==> config.mk <==
export PLATFORM = sky130hd
export DESIGN_NAME = debounce_sync_edge
export DESIGN_NICKNAME = d
export VERILOG_FILES = /design/src/rtl/debounce_pkg.sv /design/src/rtl/debounce_sync_edge_sync_ff_chain.sv /design/src/rtl/debounce_sync_edge.sv
export SDC_FILE = /design/constraint.sdc
export NUM_CORES = 1
export LEC_CHECK = 0
export CORE_ASPECT_RATIO = 0.7
export CORE_UTILIZATION = 30
export CTS_CLUSTER_DIAMETER = 50
export DETAILED_ROUTE_END_ITERATION = 12
export DONT_BUFFER_PORTS = 1
export GPL_TIMING_DRIVEN = 0
export SETUP_SLACK_MARGIN = 0.1
export SYNTH_ARGS = -nofsm -noshare
export SYNTH_HDL_FRONTEND = slang
export SYNTH_SLANG_ARGS = --single-unit
==> constraint.sdc <==
create_clock -name clk -period 2.05 [get_ports clk]
set_input_delay 0.205 -clock clk [delete_from_list [all_inputs] [get_ports clk]]
set_output_delay 0.205 -clock clk [all_outputs]
set_load 0.01 [all_outputs]
==> src/rtl/debounce_pkg.sv <==
// ---------------------------------------------------------------------------
// debounce_pkg
// Shared definitions for the input-conditioning stage.
//   state_e             : 2-bit debounce FSM state encoding
//   debounceParamsLegal : elaboration-time parameter range check
// ---------------------------------------------------------------------------
package debounce_pkg;

    // The upper bit holds the stable level the FSM is resting at or leaving,
    // and the lower bit marks "currently qualifying a new level".
    typedef enum logic [1:0] {
        IDLE_LO = 2'b00,
        WAIT_HI = 2'b01,
        IDLE_HI = 2'b10,
        WAIT_LO = 2'b11
    } state_e;

    // True when the synchronizer depth, counter width and debounce length
    // form a usable combination. The debounce length may equal 2**CNT_W
    // because the counter only ever has to reach DEBOUNCE_CYCLES-1.
    function automatic bit debounceParamsLegal(input int syncStages,
                                               input int cntW,
                                               input int cycles);
        longint maxCycles;
        maxCycles = longint'(1) << cntW;
        return (syncStages >= 2) && (syncStages <= 4) &&
               (cntW >= 1) && (cntW <= 31) &&
               (cycles >= 1) && (longint'(cycles) <= maxCycles);
    endfunction

endpackage

`ifndef DEBOUNCE_CHECK_PARAMS
`define DEBOUNCE_CHECK_PARAMS(SS, CW, DC) \
    if (!debounce_pkg::debounceParamsLegal((SS), (CW), (DC))) begin : gBadParams \
        $error("debounce_sync_edge: illegal SYNC_STAGES/CNT_W/DEBOUNCE_CYCLES"); \
    end
`endif

==> src/rtl/debounce_sync_edge_sync_ff_chain.sv <==
// ---------------------------------------------------------------------------
// sync_ff_chain
// Multi-flop synchronizer bringing an asynchronous level into the clk domain.
//   clk : sampling clock
//   rst : asynchronous active-high reset, clears every stage to 0
//   d   : raw asynchronous input
//   q   : synchronized level (output of the last stage)
// ---------------------------------------------------------------------------
module sync_ff_chain #(
    parameter int STAGES = 2
) (
    input  logic clk,
    input  logic rst,
    input  logic d,
    output logic q
);

    logic [STAGES-1:0] stage_q;

    // Plain shift register: stage 0 takes the raw input, each later stage
    // gives the previous one a full cycle to resolve metastability.
    always_ff @(posedge clk or posedge rst) begin
        if (rst) begin
            stage_q <= '0;
        end else begin
            stage_q <= {stage_q[STAGES-2:0], d};
        end
    end

    // Only the final stage is safe to consume downstream.
    always_comb begin
        q = stage_q[STAGES-1];
    end

endmodule

==> src/rtl/debounce_sync_edge.sv <==
// ---------------------------------------------------------------------------
// debounce_sync_edge
// Synchronizes a raw asynchronous level, debounces it with a counter-
// qualified FSM and produces a clean registered level plus edge pulses.
//   clk  : single clock, all state on rising edge
//   rst  : asynchronous active-high reset
//   din  : raw asynchronous input
//   en   : count-enable tick (tie high to count every cycle)
//   q    : debounced level, registered
//   rise : one-cycle pulse coincident with q going 0->1
//   fall : one-cycle pulse coincident with q going 1->0
//   busy : high while a candidate transition is being qualified
// ---------------------------------------------------------------------------
module debounce_sync_edge
    import debounce_pkg::*;
#(
    parameter int SYNC_STAGES     = 2,
    parameter int CNT_W           = 16,
    parameter int DEBOUNCE_CYCLES = 1000
) (
    input  logic clk,
    input  logic rst,
    input  logic din,
    input  logic en,
    output logic q,
    output logic rise,
    output logic fall,
    output logic busy
);

    // Refuse to elaborate with a debounce length the counter cannot express
    // or a synchronizer depth outside the supported range.
    if (!debounceParamsLegal(SYNC_STAGES, CNT_W, DEBOUNCE_CYCLES)) begin : gBadParams
        $error("debounce_sync_edge: illegal SYNC_STAGES/CNT_W/DEBOUNCE_CYCLES");
    end

    // Terminal count: the qualifying edge is the one that sees this value.
    localparam logic [CNT_W-1:0] LAST_CNT = CNT_W'(DEBOUNCE_CYCLES - 1);

    logic             syncLevel;
    state_e           state_q, state_d;
    logic [CNT_W-1:0] cnt_q, cnt_d;
    logic             level_q, level_d;
    logic             rise_q, rise_d;
    logic             fall_q, fall_d;

    sync_ff_chain #(
        .STAGES (SYNC_STAGES)
    ) uSync (
        .clk (clk),
        .rst (rst),
        .d   (din),
        .q   (syncLevel)
    );

    // State register. The level and pulse registers live here too so that
    // q, rise and fall all change on the same edge as the state, and an
    // asynchronous reset wipes any pulse that was about to be presented.
    always_ff @(posedge clk or posedge rst) begin
        if (rst) begin
            state_q <= IDLE_LO;
            cnt_q   <= '0;
            level_q <= 1'b0;
            rise_q  <= 1'b0;
            fall_q  <= 1'b0;
        end else begin
            state_q <= state_d;
            cnt_q   <= cnt_d;
            level_q <= level_d;
            rise_q  <= rise_d;
            fall_q  <= fall_d;
        end
    end

    // Next-state logic. Entering a WAIT state is unconditional on en; every
    // later edge in WAIT consumes a count only when en is high. A bounce
    // back to the current level abandons the qualification immediately.
    // The counter is cleared on every exit from WAIT, so it never wraps.
    always_comb begin
        state_d = state_q;
        cnt_d   = cnt_q;
        level_d = level_q;
        rise_d  = 1'b0;
        fall_d  = 1'b0;
        unique case (state_q)
            IDLE_LO: begin
                if (syncLevel) begin
                    state_d = WAIT_HI;
                    cnt_d   = '0;
                end
            end
            WAIT_HI: begin
                if (!syncLevel) begin
                    state_d = IDLE_LO;
                    cnt_d   = '0;
                end else if (en) begin
                    if (cnt_q == LAST_CNT) begin
                        state_d = IDLE_HI;
                        cnt_d   = '0;
                        level_d = 1'b1;
                        rise_d  = 1'b1;
                    end else begin
                        cnt_d = cnt_q + CNT_W'(1);
                    end
                end
            end
            IDLE_HI: begin
                if (!syncLevel) begin
                    state_d = WAIT_LO;
                    cnt_d   = '0;
                end
            end
            WAIT_LO: begin
                if (syncLevel) begin
                    state_d = IDLE_HI;
                    cnt_d   = '0;
                end else if (en) begin
                    if (cnt_q == LAST_CNT) begin
                        state_d = IDLE_LO;
                        cnt_d   = '0;
                        level_d = 1'b0;
                        fall_d  = 1'b1;
                    end else begin
                        cnt_d = cnt_q + CNT_W'(1);
                    end
                end
            end
            default: begin
                state_d = IDLE_LO;
                cnt_d   = '0;
            end
        endcase
    end

    // Output decode. busy comes straight from the state register so it is
    // glitch-free; the rest are the registered values.
    always_comb begin
        busy = (state_q == WAIT_HI) || (state_q == WAIT_LO);
        q    = level_q;
        rise = rise_q;
        fall = fall_q;
    end

endmodule

==> out/metrics.csv, run 1 <==
metric;value;unit
status;finished with violations;
violations;negative hold slack;
portBuffers;0;
whs;-8.82;ps
ys_top_cells_by_area;dfrtp_1 45%, nand2_1 5.3%, nor4_4 5.0%, nand3_1 3.9%, o21ai_0 3.5%;
critical_path.max_stage_delay;450;ps
critPathSlowestCell;dfrtp_1;
num_rows;19;
floorplan.core_area;3990;µm²
area_growth;11.2;%
cp.required;2210;ps
synth_common_cells;23 x dfrtp_1, 18 x nand2_1, 10 x nand3_1;
tritoncts;yes;
worstSetupStartpointType;flip-flop;
rrSetupSlack;130;ps
synth_nets;138;
drtPass1Iterations;4;
fin_tns_setup;0;ps
syn_inst;133;
grt_antenna_before_repair;0;
hold_viol_final;23;
rr_endpoint;cnt_q[12];
crit_path_start;cnt_q[0];
die_w;79.9;µm
globalRouteTotalUtil;13.9;%
yosysMostFrequentCell;dfrtp_1;
cts.path.max_buffers;2;
ir_worst_vdd;0.000294;V
ctsHtreeMaxLevel;1;
netlist_area;1270;µm²
finalClockSkew;5.02;ps
max_slew_margin;43.2;%
grt_pass1_wl;4.67;mm
reg2reg_from;cnt_q[0];
crit_chain;ha_4, nand4_1, nor4_4, nand3_1, and3_1, a211o_1;
setup_violations;0;
drc;0;
fp.dieH;56.5;µm
reg2regPathDepth;6;
cp_max_fo;7;
utilization;35.5;%
clk_latency;270;ps
yosys.area.top_type;dfrtp_1;
cp-end-kind;flip-flop;
start_util;31.9;%
fin_crit_sh;93.7;%
finalMaxSlewViolations;0;
synth_cell_types;40;
dieArea;4510;µm²
grt_pass1_vias;920;
cp-endpoint;cnt_q[12];
p_leak;0.000602;µW
total_power;807;µW
vias;1035;
dr.first_iter.drc_count;75;
hpwl;1.97;mm
grt_start_max_net_pins;24;
fill_cells;406;
cts_sinks;23;
wl_per_cell;14.4;µm
cts_root_buf;clkbuf_8;
antennaDiodeCount;0;
grt_overflow;0;
fin_ws;130;ps
ys.flop_type;dfrtp_1;
vias_per_cell;5.42;
ioPinCount;8;
period_needed;1920;ps
cap_violations;0;
powerDensity;570;nW/µm²
yosysSeqAreaShare;45.2;%
place_ws;142;ps
tightestPinTransition;851;ps
ys_ff_latch;23;
async_flop_share;100;%
hp-class;primary input to asynchronous set/reset pin;
multi_input_area;659;µm²
cp.arrival;2080;ps
synth_edf_count;0;
drt-total-wl;2.75;mm
synth_warnings;0;
rsz0062_at_grt;true;
ant_nets;0;
synth_top_area_share;45.2;%
seq_area;576;µm²
layout.nets;145;
routabilityCongestion;0.817;
layout-drive-gt1-share;12.2;%
path_class;flip-flop to flip-flop;
clk_pin_slew;80;ps
avgSynthCellArea;9.58;µm²
max_freq;521;MHz
cts_buffers;3;
-- how the worst min path moves through the flow --
stage	from	to	slack, ps
floorplan	rst	asynchronous set/reset pin	210
global placement	din	uSync.stage_q[0]	240
detailed placement	din	uSync.stage_q[0]	240
CTS	rst	uSync.stage_q[0]	30
global route	rst	cnt_q[4]	80
finish	rst	cnt_q[4]	-9
-- critical path: cells and delay by family, from the launching register on --
family | cells | cell delay, ps
AO/OA/AOI/OAI | 1 | 270
flip-flops | 1 | 450
adder cells (fa/ha/maj) | 1 | 200
AND/OR/NAND/NOR | 4 | 890
-- per-stage QoR --
step | std cells | area [µm²] | hold slack, ps
3_5_place_dp | 185 | 1340 | 236
5_1_grt | 191 | 1420 | 76.1
2_1_floorplan | 133 | 1270 | 207
6_report | 191 | 1420 | -8.82
3_3_place_gp | 185 | 1340 | 237
4_1_cts | 190 | 1390 | 25.9
-- logic make-up after synthesis --
| logic type | count (synthesis) | synth area share (%) |
|---|---|---|
| buf+inv | 13 | 4.22 |
| mux | 3 | 2.46 |
| fa+ha+maj | 1 | 0.982 |
| compound gates | 30 | 14.9 |
| flops | 23 | 45.2 |
| simple gates | 61 | 30.8 |
| xor+xnor | 2 | 1.38 |
-- where the power goes --
part / leakage (µW) / switching, µW / internal, µW
Clock: 0.0000228 / 151 / 139
Sequential: 0.000314 / 6.17 / 458
Combinational: 0.000266 / 36.2 / 16.9
-- sequential cells by signal (all words and copies together) (netlist names), named ones only --
register	count
cnt_q	16
uSync.stage_q	2
fall	1
q	1
rise	1
state_q	1
-- area by class of cell --
class | instances | share of cell area, %
buffer | 4 | 1.41
clock buffer | 4 | 3.18
inverter | 9 | 2.39
multi-input combinational | 97 | 46.6
sequential | 23 | 40.6
tap | 52 | 4.59
timing repair buffer | 2 | 1.24
-- layer usage --
| metal | vias up | global-route usage, % | wire (µm) |
|---|---|---|---|
| met1 | 506 | 20.4 | 1410 |
| met5 | - | 0 | 0 |
| met4 | 0 | 6.38 | 24 |
| met3 | 4 | 4.72 | 146 |
| met2 | 34 | 17.8 | 1170 |
| li1 | 491 | - | - |
-- cell usage in the layout, fill, tap and decap left out, types with 4 or more instances in the layout --
cell     count
a21oi_1      7
nand3_1     10
inv_1        9
and3_1       4
nand2_1     18
nand4_1      4
dfrtp_1     23
or3_1        5
o21ai_0      9
-- timing repair --
action                                  CTS  global route
buffers inserted                          0             1
gates resized for setup                   0             3
hold endpoints to repair                  1             0
hold buffers                              1             0
endpoints found under the setup margin    0             7
(Power assumes the default switching activity.)
==> inputs of run 2 (changes only) <==
--- a/config.mk
+++ b/config.mk
@@ -12,4 +12,5 @@
 export DONT_BUFFER_PORTS = 1
 export GPL_TIMING_DRIVEN = 0
+export PLACE_DENSITY = 0.47
 export SETUP_SLACK_MARGIN = 0.1
 export SYNTH_ARGS = -nofsm -noshare
==> constraint.sdc (replaced) <==
create_clock -name clk -period 2.05 [get_ports clk]
set_input_delay 0.205 -clock clk [delete_from_list [all_inputs] [get_ports clk]]
set_output_delay 0.205 -clock clk [all_outputs]
set_load 0.005 [all_outputs]
==> run 2 against run 1 <==
  * The run now ends clean
  * Sequential power is essentially flat
  * Routed wire length grew 3.2%
  * Utilization grew 0.44 points
  * Worst setup slack gained 53 ps
==> out/metrics.csv, run 2 (synthesized netlist as in run 1, its figures left out) <==
metric;value;unit;change
finalClockSkew;1.99;ps;was 5.02 ps
portBuffers;0;;unchanged
whs;14.1;ps;was -8.82 ps
final_cell_area;1430;µm²;was 1420 µm²
hold_viol_final;0;;was 23
crit_chain;ha_4, nand4_1, nor4_4, nand3_1, and3_1, a211o_1;;unchanged
drt-total-wl;2.84;mm;was 2.75 mm
reg2regPathDepth;6;;unchanged
rr_endpoint;cnt_q[12];;unchanged
start_util;31.9;%;unchanged
critPathSlowestCell;dfrtp_2;;was dfrtp_1
ir_worst_vdd;0.000323;V;was 0.000294 V
finalNonFillerCells;193;;was 191
max_slew_margin;40.1;%;was 43.2%
cpLargestDelayFamily;simple AND/OR/NAND/NOR gates;;unchanged
die_w;79.9;µm;unchanged
grt_pass1_wl;4.98;mm;was 4.67 mm
path_class;flip-flop to flip-flop;;unchanged
place_inst;185;;unchanged
powerDensity;564;nW/µm²;was 570 nW/µm²
most-common-layout-cells;22 x dfrtp_1, 18 x nand2_1, 10 x nand3_1;;was 23 x dfrtp_1, 18 x nand2_1, 10 x nand3_1
vias_per_cell;5.19;;was 5.42
ioPinCount;8;;unchanged
cp_max_fo;7;;unchanged
place_area;1340;µm²;unchanged
cap_violations;0;;unchanged
floorplan.core_area;3990;µm²;unchanged
rsz0062_at_grt;true;;unchanged
dr.first_iter.drc_count;62;;was 75
hp-class;primary input to asynchronous set/reset pin;;unchanged
rrSetupSlack;180;ps;was 130 ps
critical_path.max_stage_delay;410;ps;was 450 ps
grt_pass1_vias;984;;was 920
reg2reg_from;cnt_q[0];;unchanged
grt_antenna_before_repair;0;;unchanged
grt_overflow;0;;unchanged
fin_crit_sh;91.1;%;was 93.7%
cts_buffers;3;;unchanged
cp.required;2200;ps;was 2210 ps
cp-end-kind;flip-flop;;unchanged
globalRouteTotalUtil;14.7;%;was 13.9%
largest_register_ffs;16;;unchanged
grt_start_max_net_pins;24;;unchanged
final_common_cell;dfrtp_1;;unchanged
worstSetupStartpointType;flip-flop;;unchanged
cts_root_buf;clkbuf_8;;unchanged
place_ws;116;ps;was 142 ps
path_buf_inv;0;;unchanged
num_rows;19;;unchanged
routabilityCongestion;0.793;;was 0.817
setup_violations;0;;unchanged
antennaDiodeCount;0;;unchanged
layout.nets;147;;was 145
fp.dieH;56.5;µm;unchanged
cts_sinks;23;;unchanged
status;complete, no violations;;was finished with violations
drtPass1Iterations;4;;unchanged
finalMaxSlewViolations;0;;unchanged
ctsHtreeMaxLevel;1;;unchanged
ant_nets;0;;unchanged
cp.arrival;2020;ps;was 2080 ps
reg_top3;cnt_q (16), uSync.stage_q (2);;unchanged
cts.path.max_buffers;2;;unchanged
wl_per_cell;14.7;µm;was 14.4 µm
fin_tns_setup;0;ps;unchanged
drc;0;;unchanged
vias;1001;;was 1,035
regMostFlops;cnt_q;;unchanged
period_needed;1870;ps;was 1920 ps
clk_latency;260;ps;was 270 ps
hpwl;1.98;mm;was 1.97 mm
area_growth;12.6;%;was 11.2%
tritoncts;yes;;unchanged
p_leak;0.000613;µW;was 0.000602 µW
tightestPinTransition;897;ps;was 851 ps
dieArea;4510;µm²;unchanged
clk_pin_slew;80;ps;about the same
max_freq;535;MHz;was 521 MHz
fin_ws;182;ps;was 130 ps
layout-drive-gt1-share;14.9;%;was 12.2%
==> run 2: changes by cell type in the layout (fill, tap and decap cells not counted), sizes merged <==
cell,previous run,this run
buf,3,5
==> run 2: worst max path at each step <==
stage | to | start | depth (start not counted)
after CTS | cnt_q[12] | cnt_q[0] | 6
final | cnt_q[12] | cnt_q[0] | 6
after floorplan | q | cnt_q[3] | 4
after detailed placement | cnt_q[4] | flip-flop | 5
after global routing | cnt_q[12] | cnt_q[3] | 5
after global placement | cnt_q[4] | flip-flop | 5
==> run 2: layout make-up <==
| cell class | count | area [µm²] |
|---|---|---|
| repair buffers | 4 | 32.5 |
| flip-flops and latches | 23 | 577 |
| well taps | 52 | 65.1 |
| clock buffers | 4 | 45.0 |
| plain buffers | 4 | 21.3 |
| fillers | 422 | 2560 |
| inverters | 9 | 33.8 |
| multi-input cells | 97 | 659 |
==> run 2: metal layers <==
metal	vias up	global-route usage (%)	share of wire, %
met5	-	0	0
met4	0	3.06	0.70
met3	2	3.90	2.4
met2	13	22.6	44
met1	493	20.8	53
li1	493	-	-
==> run 2: through the flow <==
stage | total power, µW | util (%)
2_1_floorplan | 509 | -
3_3_place_gp | 523 | 33.5
3_5_place_dp | 524 | 33.5
4_1_cts | 816 | 35.0
5_1_grt | 849 | 35.9
6_report | 809 | 35.9
==> run 2: power breakdown <==
| group | leakage [µW] | switching (µW) | total (µW) | internal [µW] |
|---|---|---|---|---|
| clock | 0.0000228 | 150 | 288 | 139 |
| sequential | 0.000312 | 5.26 | 464 | 459 |
| combinational | 0.000278 | 37.6 | 56.9 | 19.2 |
| total | 0.000613 | 192 | 809 | 617 |
==> run 2: repair_timing <==
action                                  in CTS  in global routing
buffers inserted                             0                  3
endpoints found under the hold margin        1                  0
endpoints found under the setup margin       1                  3
pin swaps                                    0                  1
gates resized for setup                      1                  5
hold buffers                                 1                  0
==> inputs of run 3 (changes only) <==
Settings changed: CORE_MARGIN set to 2, CTS_CLUSTER_SIZE set to 12.
==> run 3 against run 2 <==
  * Hold slack worse by 13 ps
  * Routed wire length up 6.6%
  * Non-clock buffer count up 1
  * Sequential share of layout area down 0.40 points
  * Critical endpoint unchanged
  * First-iteration DRC count up 18%
==> out/metrics.csv, run 3 (synthesized netlist as in run 1, its figures left out) <==
metric;value;unit;change
hp-class;primary input to asynchronous set/reset pin;;unchanged
cp.arrival;2050;ps;was 2020 ps
critPathSlowestCell;dfrtp_2;;unchanged
die_w;81.9;µm;was 79.9 µm
fin_tns_setup;0;ps;unchanged
ant_nets;0;;unchanged
tritoncts;yes;;unchanged
drt-total-wl;3.03;mm;was 2.84 mm
floorplan.core_area;3990;µm²;unchanged
finalMaxSlewViolations;0;;unchanged
cp_max_fo;7;;unchanged
fin_crit_sh;91.8;%;was 91.1%
fp.dieH;58.5;µm;was 56.5 µm
cts_sinks;23;;unchanged
max_slew_margin;39.8;%;was 40.1%
cts_root_buf;clkbuf_8;;unchanged
reg_top3;cnt_q (16), uSync.stage_q (2);;unchanged
drtPass1Iterations;4;;unchanged
num_rows;19;;unchanged
ctsHtreeMaxLevel;1;;unchanged
cp.depth;6;;unchanged
hold_viol_final;0;;unchanged
grt_start_max_net_pins;24;;unchanged
start_util;31.9;%;unchanged
routabilityCongestion;0.768;;was 0.793
fill_cells;433;;was 422
drc;0;;unchanged
dr.first_iter.drc_count;73;;was 62
vias_per_cell;5.20;;was 5.19
grt_overflow;0;;unchanged
grt_pass1_wl;5.12;mm;was 4.98 mm
tightestPinTransition;902;ps;was 897 ps
cp.required;2220;ps;was 2200 ps
worstSetupStartpointType;flip-flop;;unchanged
portBuffers;0;;unchanged
layout-drive-gt1-share;17.6;%;was 14.9%
vias;1009;;was 1,001
clk_pin_slew;100;ps;was 80 ps
most-common-layout-cells;21 x dfrtp_1, 18 x nand2_1, 10 x nand3_1;;was 22 x dfrtp_1, 18 x nand2_1, 10 x nand3_1
final_common_cell;dfrtp_1;;unchanged
dieArea;4790;µm²;was 4510 µm²
globalRouteTotalUtil;14.5;%;was 14.7%
layout.nets;148;;was 147
cts_buffers;3;;unchanged
hpwl;2.11;mm;was 1.98 mm
grt_antenna_before_repair;0;;unchanged
regMostFlops;cnt_q;;unchanged
cpLargestDelayFamily;simple AND/OR/NAND/NOR gates;;unchanged
cap_violations;0;;unchanged
ioPinCount;8;;unchanged
multi_input_area;667;µm²;was 659 µm²
utilization;36.3;%;was 35.9%
crit_chain;ha_4, nand4_1, nor4_4, nand3_1, and3_1, a211o_1;;unchanged
path_class;flip-flop to flip-flop;;unchanged
critical_path.max_stage_delay;410;ps;about the same
powerDensity;565;nW/µm²;was 564 nW/µm²
total_power;820;µW;was 809 µW
p_leak;0.000620;µW;was 0.000613 µW
grt_pass1_vias;980;;was 984
seq_area;578;µm²;was 577 µm²
path_buf_inv;0;;unchanged
cp-end-kind;flip-flop;;unchanged
max_freq;532;MHz;was 535 MHz
antennaDiodeCount;0;;unchanged
status;complete, no violations;;unchanged
largest_register_ffs;16;;unchanged
clk_latency;280;ps;was 260 ps
area_growth;13.9;%;was 12.6%
whs;0.677;ps;was 14.1 ps
finalClockSkew;13.8;ps;was 1.99 ps
rsz0062_at_grt;false;;was true
period_needed;1880;ps;was 1870 ps
cts.path.max_buffers;2;;unchanged
setup_violations;0;;unchanged
ir_worst_vdd;0.000273;V;was 0.000323 V
wl_per_cell;15.6;µm;was 14.7 µm
reg2regPathDepth;6;;unchanged
[run 3: cell types whose count changed in the layout (fill, tap and decap cells not counted)]
| cell | delta |
|---|---|
| clkbuf_1 | -1 |
| xor2_1 | -1 |
| buf_4 | +1 |
| clkinv_2 | +1 |
| dfrtp_1 | -1 |
| xor2_2 | +1 |
| dfrtp_2 | +1 |
[run 3: stage by stage]
step	instance area, µm²	setup slack, ps	instances
global placement	1340	131	185
finish	1450	169	194
global route	1450	79.2	194
floorplan	1270	359	133
CTS	1400	108	190
detailed placement	1340	21.9	185
[run 3: final timing paths]
kind                                        from          endpoint  slack (ps)
worst max-delay path                    cnt_q[0]         cnt_q[12]         170
worst min-delay path                         rst              fall         0.7
worst max register to register          cnt_q[0]         cnt_q[12]         170
worst min register to register  uSync.stage_q[0]  uSync.stage_q[1]         350
max in group asynchronous                    rst          cnt_q[0]        1420
min in group clk                              en          cnt_q[2]         310
[run 3: metal layers]
| layer | track usage (%) | routed length (µm) | up-vias |
|---|---|---|---|
| li1 | - | - | 498 |
| met1 | 20.3 | 1500 | 499 |
| met2 | 22.5 | 1430 | 8 |
| met3 | 3.68 | 70 | 4 |
| met4 | 3.57 | 24 | 0 |
| met5 | 0 | 0 | - |
[run 3: layout make-up]
cell class                 count  share of cell area (%)
timing repair buffer           5                    2.76
inverter                       9                    2.33
sequential                    23                    39.8
multi-input combinational     97                    45.9
clock inverter                 1                   0.345
tap                           52                    4.48
clock buffer                   3                    2.84
buffer                         4                    1.47
[run 3: timing repair]
| item | 4_1_cts | 5_1_grt |
|---|---|---|
| setup buffers | 0 | 4 |
| hold buffers | 1 | 0 |
| setup endpoints to repair | 4 | 8 |
| endpoints found under the hold margin | 1 | 0 |
| gates resized for setup | 1 | 7 |
| pin swaps | 0 | 2 |
[run 3: report_power, final]
group,internal (µW),switching (µW)
sequential,459,5.86
clock,136,161
combinational,19.7,38.0
